## src/rtl/psum_requant_packer.sv

```systemverilog
// Requantizes a signed partial-sum stream to int8 (bias, scale, shift, ReLU, saturate) and packs PACK bytes per word.
// Define PSUM_REQUANT_ROUND_EN for round-half-up shifting; the default build truncates toward -inf.
module psum_requant_packer #(
    parameter int PSUM_BW  = 32,
    parameter int OUT_BW   = 8,
    parameter int PACK     = 4,
    parameter int MULT_BW  = 16,
    parameter int SHIFT_BW = 6,
    parameter int CNT_BW   = 16
) (
    input  logic                   clk,
    input  logic                   reset,
    input  logic                   start,
    input  logic [CNT_BW-1:0]      cfg_num,
    input  logic [PSUM_BW-1:0]     cfg_bias,
    input  logic [MULT_BW-1:0]     cfg_mult,
    input  logic [SHIFT_BW-1:0]    cfg_shift,
    input  logic                   cfg_relu,
    input  logic                   psum_valid,
    output logic                   psum_ready,
    input  logic [PSUM_BW-1:0]     psum_data,
    output logic                   out_valid,
    input  logic                   out_ready,
    output logic [PACK*OUT_BW-1:0] out_data,
    output logic                   out_last,
    output logic                   busy,
    output logic                   done,
    output logic [1:0]             dbg_state
);
    localparam int S1_BW   = PSUM_BW + 1;
    localparam int S2_BW   = PSUM_BW + MULT_BW + 2;
    localparam int SX_BW   = S2_BW + 1;
    localparam int OUT_W   = PACK * OUT_BW;
    localparam int LANE_BW = (PACK > 1) ? $clog2(PACK) : 1;
    localparam logic [LANE_BW-1:0] LANE_MAX = LANE_BW'(PACK - 1);
    localparam logic signed [SX_BW-1:0] SAT_MAX = SX_BW'((1 << (OUT_BW - 1)) - 1);
    localparam logic signed [SX_BW-1:0] SAT_MIN = -SAT_MAX - SX_BW'(1);

    typedef enum logic [1:0] {IDLE, RUN, DRAIN, DONE} state_t;

    // Handshakes: a transfer happens on a rising edge where valid && ready are both high.
    // The producer holds data stable while valid && !ready; ready never depends on valid.
    state_t                     state_q, state_d;
    logic [CNT_BW-1:0]          num_q, num_d;
    logic [PSUM_BW-1:0]         bias_q, bias_d;
    logic [MULT_BW-1:0]         mult_q, mult_d;
    logic [SHIFT_BW-1:0]        shift_q, shift_d;
    logic                       relu_q, relu_d;
    logic [CNT_BW-1:0]          in_cnt_q, in_cnt_d;
    logic                       s1_v_q, s1_v_d, s1_last_q, s1_last_d;
    logic signed [S1_BW-1:0]    s1_q, s1_d;
    logic                       s2_v_q, s2_v_d, s2_last_q, s2_last_d;
    logic signed [S2_BW-1:0]    s2_q, s2_d;
    logic                       s3_v_q, s3_v_d, s3_last_q, s3_last_d;
    logic [OUT_BW-1:0]          s3_q, s3_d;
    logic [LANE_BW-1:0]         lane_q, lane_d;
    logic [OUT_W-1:0]           pack_q, pack_d;
    logic                       out_valid_q, out_valid_d;
    logic [OUT_W-1:0]           out_data_q, out_data_d;
    logic                       out_last_q, out_last_d;
    logic                       busy_q, busy_d;
    logic                       done_q, done_d;

    logic                       adv, accept;
    logic signed [SX_BW-1:0]    rnd, shifted;
    logic [OUT_W-1:0]           word;

    assign adv        = !out_valid_q || out_ready;
    assign psum_ready = adv && (state_q == RUN) && (in_cnt_q < num_q);
    assign accept     = psum_valid && psum_ready;

    assign out_valid = out_valid_q;
    assign out_data  = out_data_q;
    assign out_last  = out_last_q;
    assign busy      = busy_q;
    assign done      = done_q;
    assign dbg_state = state_q;

    // Stage-3 arithmetic: optional rounding, shift, ReLU, saturation.
    always_comb begin
        rnd = SX_BW'(s2_q);
`ifdef PSUM_REQUANT_ROUND_EN
        if (shift_q != '0)
            rnd = rnd + (SX_BW'(1) << (shift_q - SHIFT_BW'(1)));
`endif
        shifted = rnd >>> shift_q;
        if (relu_q && shifted[SX_BW-1])
            shifted = '0;
        if (shifted > SAT_MAX)
            s3_d = SAT_MAX[OUT_BW-1:0];
        else if (shifted < SAT_MIN)
            s3_d = SAT_MIN[OUT_BW-1:0];
        else
            s3_d = shifted[OUT_BW-1:0];
    end

    always_comb begin
        state_d     = state_q;
        num_d       = num_q;
        bias_d      = bias_q;
        mult_d      = mult_q;
        shift_d     = shift_q;
        relu_d      = relu_q;
        in_cnt_d    = in_cnt_q;
        s1_v_d      = s1_v_q;
        s1_last_d   = s1_last_q;
        s1_d        = s1_q;
        s2_v_d      = s2_v_q;
        s2_last_d   = s2_last_q;
        s2_d        = s2_q;
        s3_v_d      = s3_v_q;
        s3_last_d   = s3_last_q;
        lane_d      = lane_q;
        pack_d      = pack_q;
        out_valid_d = out_valid_q;
        out_data_d  = out_data_q;
        out_last_d  = out_last_q;
        word        = pack_q;

        if (out_valid_q && out_ready)
            out_valid_d = 1'b0;

        // All stages move together; a stalled output word freezes the whole pipe.
        if (adv) begin
            s1_v_d    = accept;
            s1_last_d = (in_cnt_q == num_q - CNT_BW'(1));
            s1_d      = S1_BW'($signed(psum_data)) + S1_BW'($signed(bias_q));
            s2_v_d    = s1_v_q;
            s2_last_d = s1_last_q;
            s2_d      = S2_BW'(s1_q) * S2_BW'($signed({1'b0, mult_q}));
            s3_v_d    = s2_v_q;
            s3_last_d = s2_last_q;
            if (s3_v_q) begin
                word[int'(lane_q)*OUT_BW +: OUT_BW] = s3_q;
                if (lane_q == LANE_MAX || s3_last_q) begin
                    out_data_d  = word;
                    out_valid_d = 1'b1;
                    out_last_d  = s3_last_q;
                    pack_d      = '0;
                    lane_d      = '0;
                end else begin
                    pack_d = word;
                    lane_d = lane_q + LANE_BW'(1);
                end
            end
        end

        if (accept)
            in_cnt_d = in_cnt_q + CNT_BW'(1);

        case (state_q)
            IDLE: begin
                if (start) begin
                    num_d    = cfg_num;
                    bias_d   = cfg_bias;
                    mult_d   = cfg_mult;
                    shift_d  = cfg_shift;
                    relu_d   = cfg_relu;
                    in_cnt_d = '0;
                    lane_d   = '0;
                    pack_d   = '0;
                    state_d  = (cfg_num == '0) ? DONE : RUN;
                end
            end
            RUN: begin
                if (accept && (in_cnt_q + CNT_BW'(1) == num_q))
                    state_d = DRAIN;
            end
            DRAIN: begin
                if (out_valid_q && out_ready && out_last_q)
                    state_d = DONE;
            end
            default: state_d = IDLE;
        endcase

        busy_d = (state_d == RUN) || (state_d == DRAIN);
        done_d = (state_d == DONE);
    end

    always_ff @(posedge clk) begin
        if (reset) begin
            state_q     <= IDLE;
            num_q       <= '0;
            bias_q      <= '0;
            mult_q      <= '0;
            shift_q     <= '0;
            relu_q      <= 1'b0;
            in_cnt_q    <= '0;
            s1_v_q      <= 1'b0;
            s1_last_q   <= 1'b0;
            s1_q        <= '0;
            s2_v_q      <= 1'b0;
            s2_last_q   <= 1'b0;
            s2_q        <= '0;
            s3_v_q      <= 1'b0;
            s3_last_q   <= 1'b0;
            s3_q        <= '0;
            lane_q      <= '0;
            pack_q      <= '0;
            out_valid_q <= 1'b0;
            out_data_q  <= '0;
            out_last_q  <= 1'b0;
            busy_q      <= 1'b0;
            done_q      <= 1'b0;
        end else begin
            state_q     <= state_d;
            num_q       <= num_d;
            bias_q      <= bias_d;
            mult_q      <= mult_d;
            shift_q     <= shift_d;
            relu_q      <= relu_d;
            in_cnt_q    <= in_cnt_d;
            s1_v_q      <= s1_v_d;
            s1_last_q   <= s1_last_d;
            s1_q        <= s1_d;
            s2_v_q      <= s2_v_d;
            s2_last_q   <= s2_last_d;
            s2_q        <= s2_d;
            s3_v_q      <= s3_v_d;
            s3_last_q   <= s3_last_d;
            if (adv)
                s3_q    <= s3_d;
            lane_q      <= lane_d;
            pack_q      <= pack_d;
            out_valid_q <= out_valid_d;
            out_data_q  <= out_data_d;
            out_last_q  <= out_last_d;
            busy_q      <= busy_d;
            done_q      <= done_d;
        end
    end
endmodule

```

## config.mk

```make
export PLATFORM = sky130hd
export DESIGN_NAME = psum_requant_packer
export DESIGN_NICKNAME = d
export VERILOG_FILES = /design/src/rtl/psum_requant_packer.sv
export SDC_FILE = /design/constraint.sdc
export NUM_CORES = 2
export LEC_CHECK = 0
export CAP_MARGIN = 30
export CORE_UTILIZATION = 30
export DETAILED_ROUTE_END_ITERATION = 10
export PLACE_DENSITY = 0.46
export SLEW_MARGIN = 10
export SYNTH_ARGS = -nofsm -noshare
export SYNTH_HDL_FRONTEND = slang
export SYNTH_SLANG_ARGS = --single-unit
```

## constraint.sdc

```tcl
create_clock -name clk -period 7.5 [get_ports clk]
set_clock_uncertainty 0.05 [all_clocks]
set_input_delay 1.125 -clock clk [delete_from_list [all_inputs] [get_ports clk]]
set_output_delay 1.125 -clock clk [all_outputs]
set_load 0.02 [all_outputs]
```

# --- After elaboration in Yosys (flattened, before gate mapping) ---
# Cells that the tools add are included.
totals:
  reg_bits: 256
op_classes:
  reduce_logical: 15
  order_cmp: 3
  mux: 26
  mul: 1
  shifts: 3
  add_sub_neg: 5
  n_eq_ne: 8
op_table:
  columns: ["cell", "n"]
  rows:
  - ["32-bit two-way mux", 5]
  - ["51-bit by 8-bit > comparator with 1-bit output (second input constant)", 1]
  - ["51-bit by 8-bit less-than comparator with 1-bit output (second input constant)", 1]
  - ["51-bit two-way mux", 1]
  - ["50-bit by 6-bit >>> shifter with 51-bit output", 1]
  - ["33-bit by 17-bit multiplier with 50-bit output", 1]
  - ["16-bit two-way mux", 3]
  - ["32-bit by 32-bit adder with 33-bit output", 1]
  - ["5-bit negator with 33-bit output", 1]
  - ["8-bit by 33-bit variable shift with 32-bit output (first input constant)", 1]
  - ["8-bit by 33-bit variable part select with 32-bit output", 1]
  - ["32-bit bitwise mux", 1]
  - ["16-bit equality test", 2]
  - ["2-bit two-way mux", 9]
  - ["16-bit by 1-bit adder with 16-bit output (second input constant)", 1]
  - ["16-bit zero test", 1]
  - ["16-bit less-than comparator", 1]
  - ["8-bit two-way mux", 2]
  - ["16-bit by 1-bit subtractor with 16-bit output (second input constant)", 1]
  - ["2-bit equality test (second input constant)", 4]
  - ["1-bit logical AND", 7]
  - ["2-bit one-hot mux with 3 select lines", 1]
  - ["2-bit by 1-bit equality test with 1-bit output (second input constant)", 2]
  - ["1-bit two-way mux", 4]
  - ["6 further kinds", 8]

# --- Depth between registers and ports, before layout ---
logic_depth:
  ltp_word: 10
  depth_mapped: 28
  ltp_nobuf: 25

# --- Least setup slack after synthesis ---
# OpenSTA, ideal clock, no wires.
synth_timing:
  kind: "reg-to-reg"
  startpoint: "register mult_q[10]"
  endpoint: "register s2_q[46]"
  path_stages_with_launch: 23
  arrival_ns: 6.477
  setup_time_ns: 0.062
  slack_ns: 0.911
  path_buffers: 2
  path_cell_list: "dfxtp_1 > clkbuf_1 > clkbuf_1 > nand2_1 > fa_1 > inv_1 > fa_1 > inv_1 > fa_1 > inv_1 > fa_1 > fa_1 > fa_1 > ha_1 > and4_1 > o211ai_1 > o211ai_1 > a31o_2 > a21oi_1 > o31ai_1 > a311oi_1 > or4_1 > nand3_1"
synth_via:
  elab_chain_cells: 1
synth_rtl:
  columns: ["item", "line", "source"]
  rows:
  - ["from (decl)", "46", "logic [MULT_BW-1:0] mult_q, mult_d;"]
  - ["from (signal assigned)", "209", "mult_q <= mult_d;"]
  - ["33-bit by 17-bit multiplier with 50-bit output", "130", "s2_d = S2_BW'(s1_q) * S2_BW'($signed({1'b0, mult_q}));"]
  - ["to (signal assigned)", "194", "s2_q <= '0;"]
  - ["to (signal assigned)", "218", "s2_q <= s2_d;"]
  - ["to (decl)", "53", "logic signed [S2_BW-1:0] s2_q, s2_d;"]
# No other way between the ends.
# A chain may end at the register's enable or synchronous reset.

# --- Worst setup path in the final report ---
layout_timing:
  startpoint: "register mult_q[10]"
  endpoint: "register s2_q[47]"
# The elaborated chain is that of the path after synthesis.

==> metrics <==
routed vias=28444; Total Wirelength=between 100000 and 150000 um; WHS Endpoint=s2_last_q; area leader, netlist=fa_1; pin count of the biggest net entering global routing=82; DPL Wire Length=around 85000 um; CTS tree=done; dominant cells by area after synthesis=fa_1 29%, dfxtp_1 15%, nand2_1 7.5%, inv_1 6.9%, ha_1 6.4%; Port Buffers=146; delay-heaviest family, CP=adder cells; CP Class=reg -> reg; Most used DFF post-synth=dfxtp_1; critical path startpoint category=flip-flop; Syn Std Cell Area=0.0347 mm2; Worst R2R Setup Slack=0.40 ns; total core area=roughly 0.11 mm2; setup TNS=0 ns; FF+latch count, synth=roughly 260; share of the synthesized area in the top cell type=29.1%; CTS clk-pin slew, worst paths=about 0.060 ns; die width=around 340 um; worst r2r dst=s2_q[47]; MaxCap Viol Count=0; worst slew pin tran=0.976 ns; Syn Area/Cell=around 8.3 um2; CP Depth=21; Clock Sinks=between 200 and 300; violated checks=DRC; ys async rst share=0%; min Tclk post-route=7.10 ns; Post-synth EDFFs=0; routability cong.=0.894; CP dominant cell by count=fa_1; first-pass GRT wire length=roughly 180000 um; grt ovf=0; Nets=4996; Cells after Synth=4167; vias in the first global route=30073; CTS Buf Count=37; share of cells above drive strength 1=under 10%; final setup fails=0; achievable frequency=roughly 140 MHz; drt pass-1 iters=8; Power Density=189 mW/mm2; worst skew pair latency=0.60 ns; RSZ-0062 raised after global routing=no; H-tree depth=2; antenna-violating nets left=0; status=finished, violations left; Initial Utilization=between 30% and 40%; die height=342 um; Critical Path RT=7.92 ns; Crit Path Max Fanout=22; initial antenna violation count=2; Hold Startpoint=s2_last_q; Final Hold Fails=0; Seq/Total Area, Yosys=between 10% and 20%; slew margin rel.=34.5%; CP max-delay cell=dfxtp_1; detailed-route vias per instance=just under 5; R2R cell count=21; ant diodes=0; clock root cell=clkbuf_16; Yosys cell types=95; CP arrival=7.53 ns; Tcrit/Tclk final=94.7%; Yosys warnings=0; reg-to-reg startpoint=mult_q[10]; row count=124; Iteration-0 DRC Markers=1752; Longest Clk Path Bufs=3; Total GRT Usage=19.2%; Area after DPL=approximately 0.038 mm2; Synth Net Count=~5000; crit path cell chain=buf_4 -> nand2_1 -> fa_1 -> inv_1 -> fa_1 -> fa_1 -> fa_1 -> fa_1 -> inv_1 -> fa_1 -> inv_1 -> ha_1 -> o21a_1 -> o21ai_0 -> a2bb2oi_1 -> a21oi_1 -> a211o_1 -> a31o_2 -> a31oi_1 -> mux2i_1 -> nand2_1; worst vdd ir=approximately 0.16 mV; Min-Delay Path Depth=2; Critical Path Sink Type=flip-flop; Pins Over Slew Limit=0; Hold Crit Class=reg -> reg; area grow syn2layout=12.8%; DR WL/cell=19.1 um; Post-CTS Setup Bufs=0; slowest cell delay on critical path=0.64 ns; Top Ports=147; die area=0.117 mm2; Final Instance Area=roughly 0.039 mm2; leakage power=17.4 nW; CP bufs+invs=4; # DRC=14
## cell families (layout without fill, tap and decap cells)
group | Yosys count | in the layout | share of synthesized area (%)
simple gates | 1432 | 1432 | 19.2
xor+xnor | 102 | 102 | 2.58
buf+inv | 883 | 951 | 9.90
mux | 126 | 126 | 5.89
compound gates | 688 | 688 | 12.2
fa+ha+maj | 680 | 680 | 35.4
flops | 256 | 256 | 14.8
## layout by cell type (no fill, tap or decap), types with 7 or more instances in the layout
cell and count:
dfxtp_1 249, clkbuf_8 9, or3_1 23, o22ai_1 8, nor4_1 17, mux2_2 17, mux2i_1 45, a311oi_1 7
a211oi_1 58, o21bai_1 8, mux4_2 59, and2_1 223, buf_4 89, inv_1 640, nor2b_1 52, a31oi_1 21
nand4_1 15, a21o_1 46, ha_1 176, nand2_1 690, xor2_1 33, o211ai_1 17, clkdlybuf4s50_1 145, a22oi_1 7
or2_2 8, clkbuf_16 37, a211o_1 10, nand3_1 65, and3_1 24, fa_1 504, nor3_1 35, o21a_1 16
o21ai_0 91, a21oi_1 315, xnor2_1 69, nor2_1 221, o21ai_1 13, nand2b_1 11
## per-stage QoR
step           hold WS [ns]  power [mW]  utilization [%]  setup slack [ns]  std cells
6_report              0.402        7.38             34.2             0.397       5747
5_1_grt               0.415        7.98             34.2            0.0136       5747
4_1_cts               0.401        7.47             34.2             0.254       5746
3_5_place_dp          0.395        5.52             33.0             0.267       5680
3_3_place_gp          0.393        5.54             33.0             0.309       5679
2_1_floorplan         0.379        4.34                -             0.911       4167
## how the worst max path moves through the flow
stage,from,endpoint,slack (ns)
after floorplan,mult_q[10],s2_q[46],0.91
after global placement,mult_q[2],s2_q[49],0.31
after detailed placement,s1_q[11],s2_q[49],0.27
after CTS,s1_q[11],s2_q[49],0.25
after global routing,mult_q[10],s2_q[49],0.01
final,mult_q[10],s2_q[47],0.40
## flip-flops by register name, summed over array words and instances, names as in the netlist, 2 cells and up
signal,count
bias_q,32
dbg_state,2
in_cnt_q,16
lane_q,2
mult_q,16
num_q,16
out_data,32
pack_q,32
s1_q,33
s2_q,50
s3_q,8
shift_q,6
## worst min-delay path: cells and delay by family (launching register included)
kind               cells  cell delay, ns
DFF                    1            0.31
and+or+nand+nor        1            0.05
AOI/OAI and AO/OA      1            0.05
## per-layer routing
metal	track usage (%)	share of wire (%)
met1	26.9	47
met2	32.2	47
met3	1.71	4.1
met4	3.77	1.7
met5	0	0
## what timing repair did
action / 4_1_cts / 5_1_grt
hold endpoints to repair: 0 / 0
gates resized for setup: 0 / 7
endpoints found under the setup margin: 0 / 6
hold buffers: 0 / 0
## cell type report
cell class,instances,area [um2]
clock buffer,49,1060
tap,1512,1890
timing repair buffer,242,2230
multi-input combinational,3028,26200
inverter,643,2410
sequential,256,5140
clock inverter,17,226
fill,12148,75400
## where the power goes
part / leakage (nW) / switching [mW] / internal (mW) / total (mW)
Combinational: 14.7 / 2.11 / 1.49 / 3.60
Sequential: 2.10 / 0.366 / 1.53 / 1.89
Clock: 0.623 / 0.770 / 1.11 / 1.88
## synth_stat cells (23+ instances only)
cell / number
and2_1: 224
dfxtp_1: 256
xnor2_1: 69
a21o_1: 46
mux2i_1: 45
and3_1: 24
a21oi_1: 315
xor2_1: 33
nor2_1: 222
or3_1: 23
nand2_1: 691
mux4_2: 59
nand3_1: 65
o21ai_0: 92
inv_1: 640
ha_1: 176
a211oi_1: 58
clkbuf_1: 186
nor2b_1: 53
fa_1: 504
nor3_1: 35
Note: power is estimated with default switching activity, not from simulation.
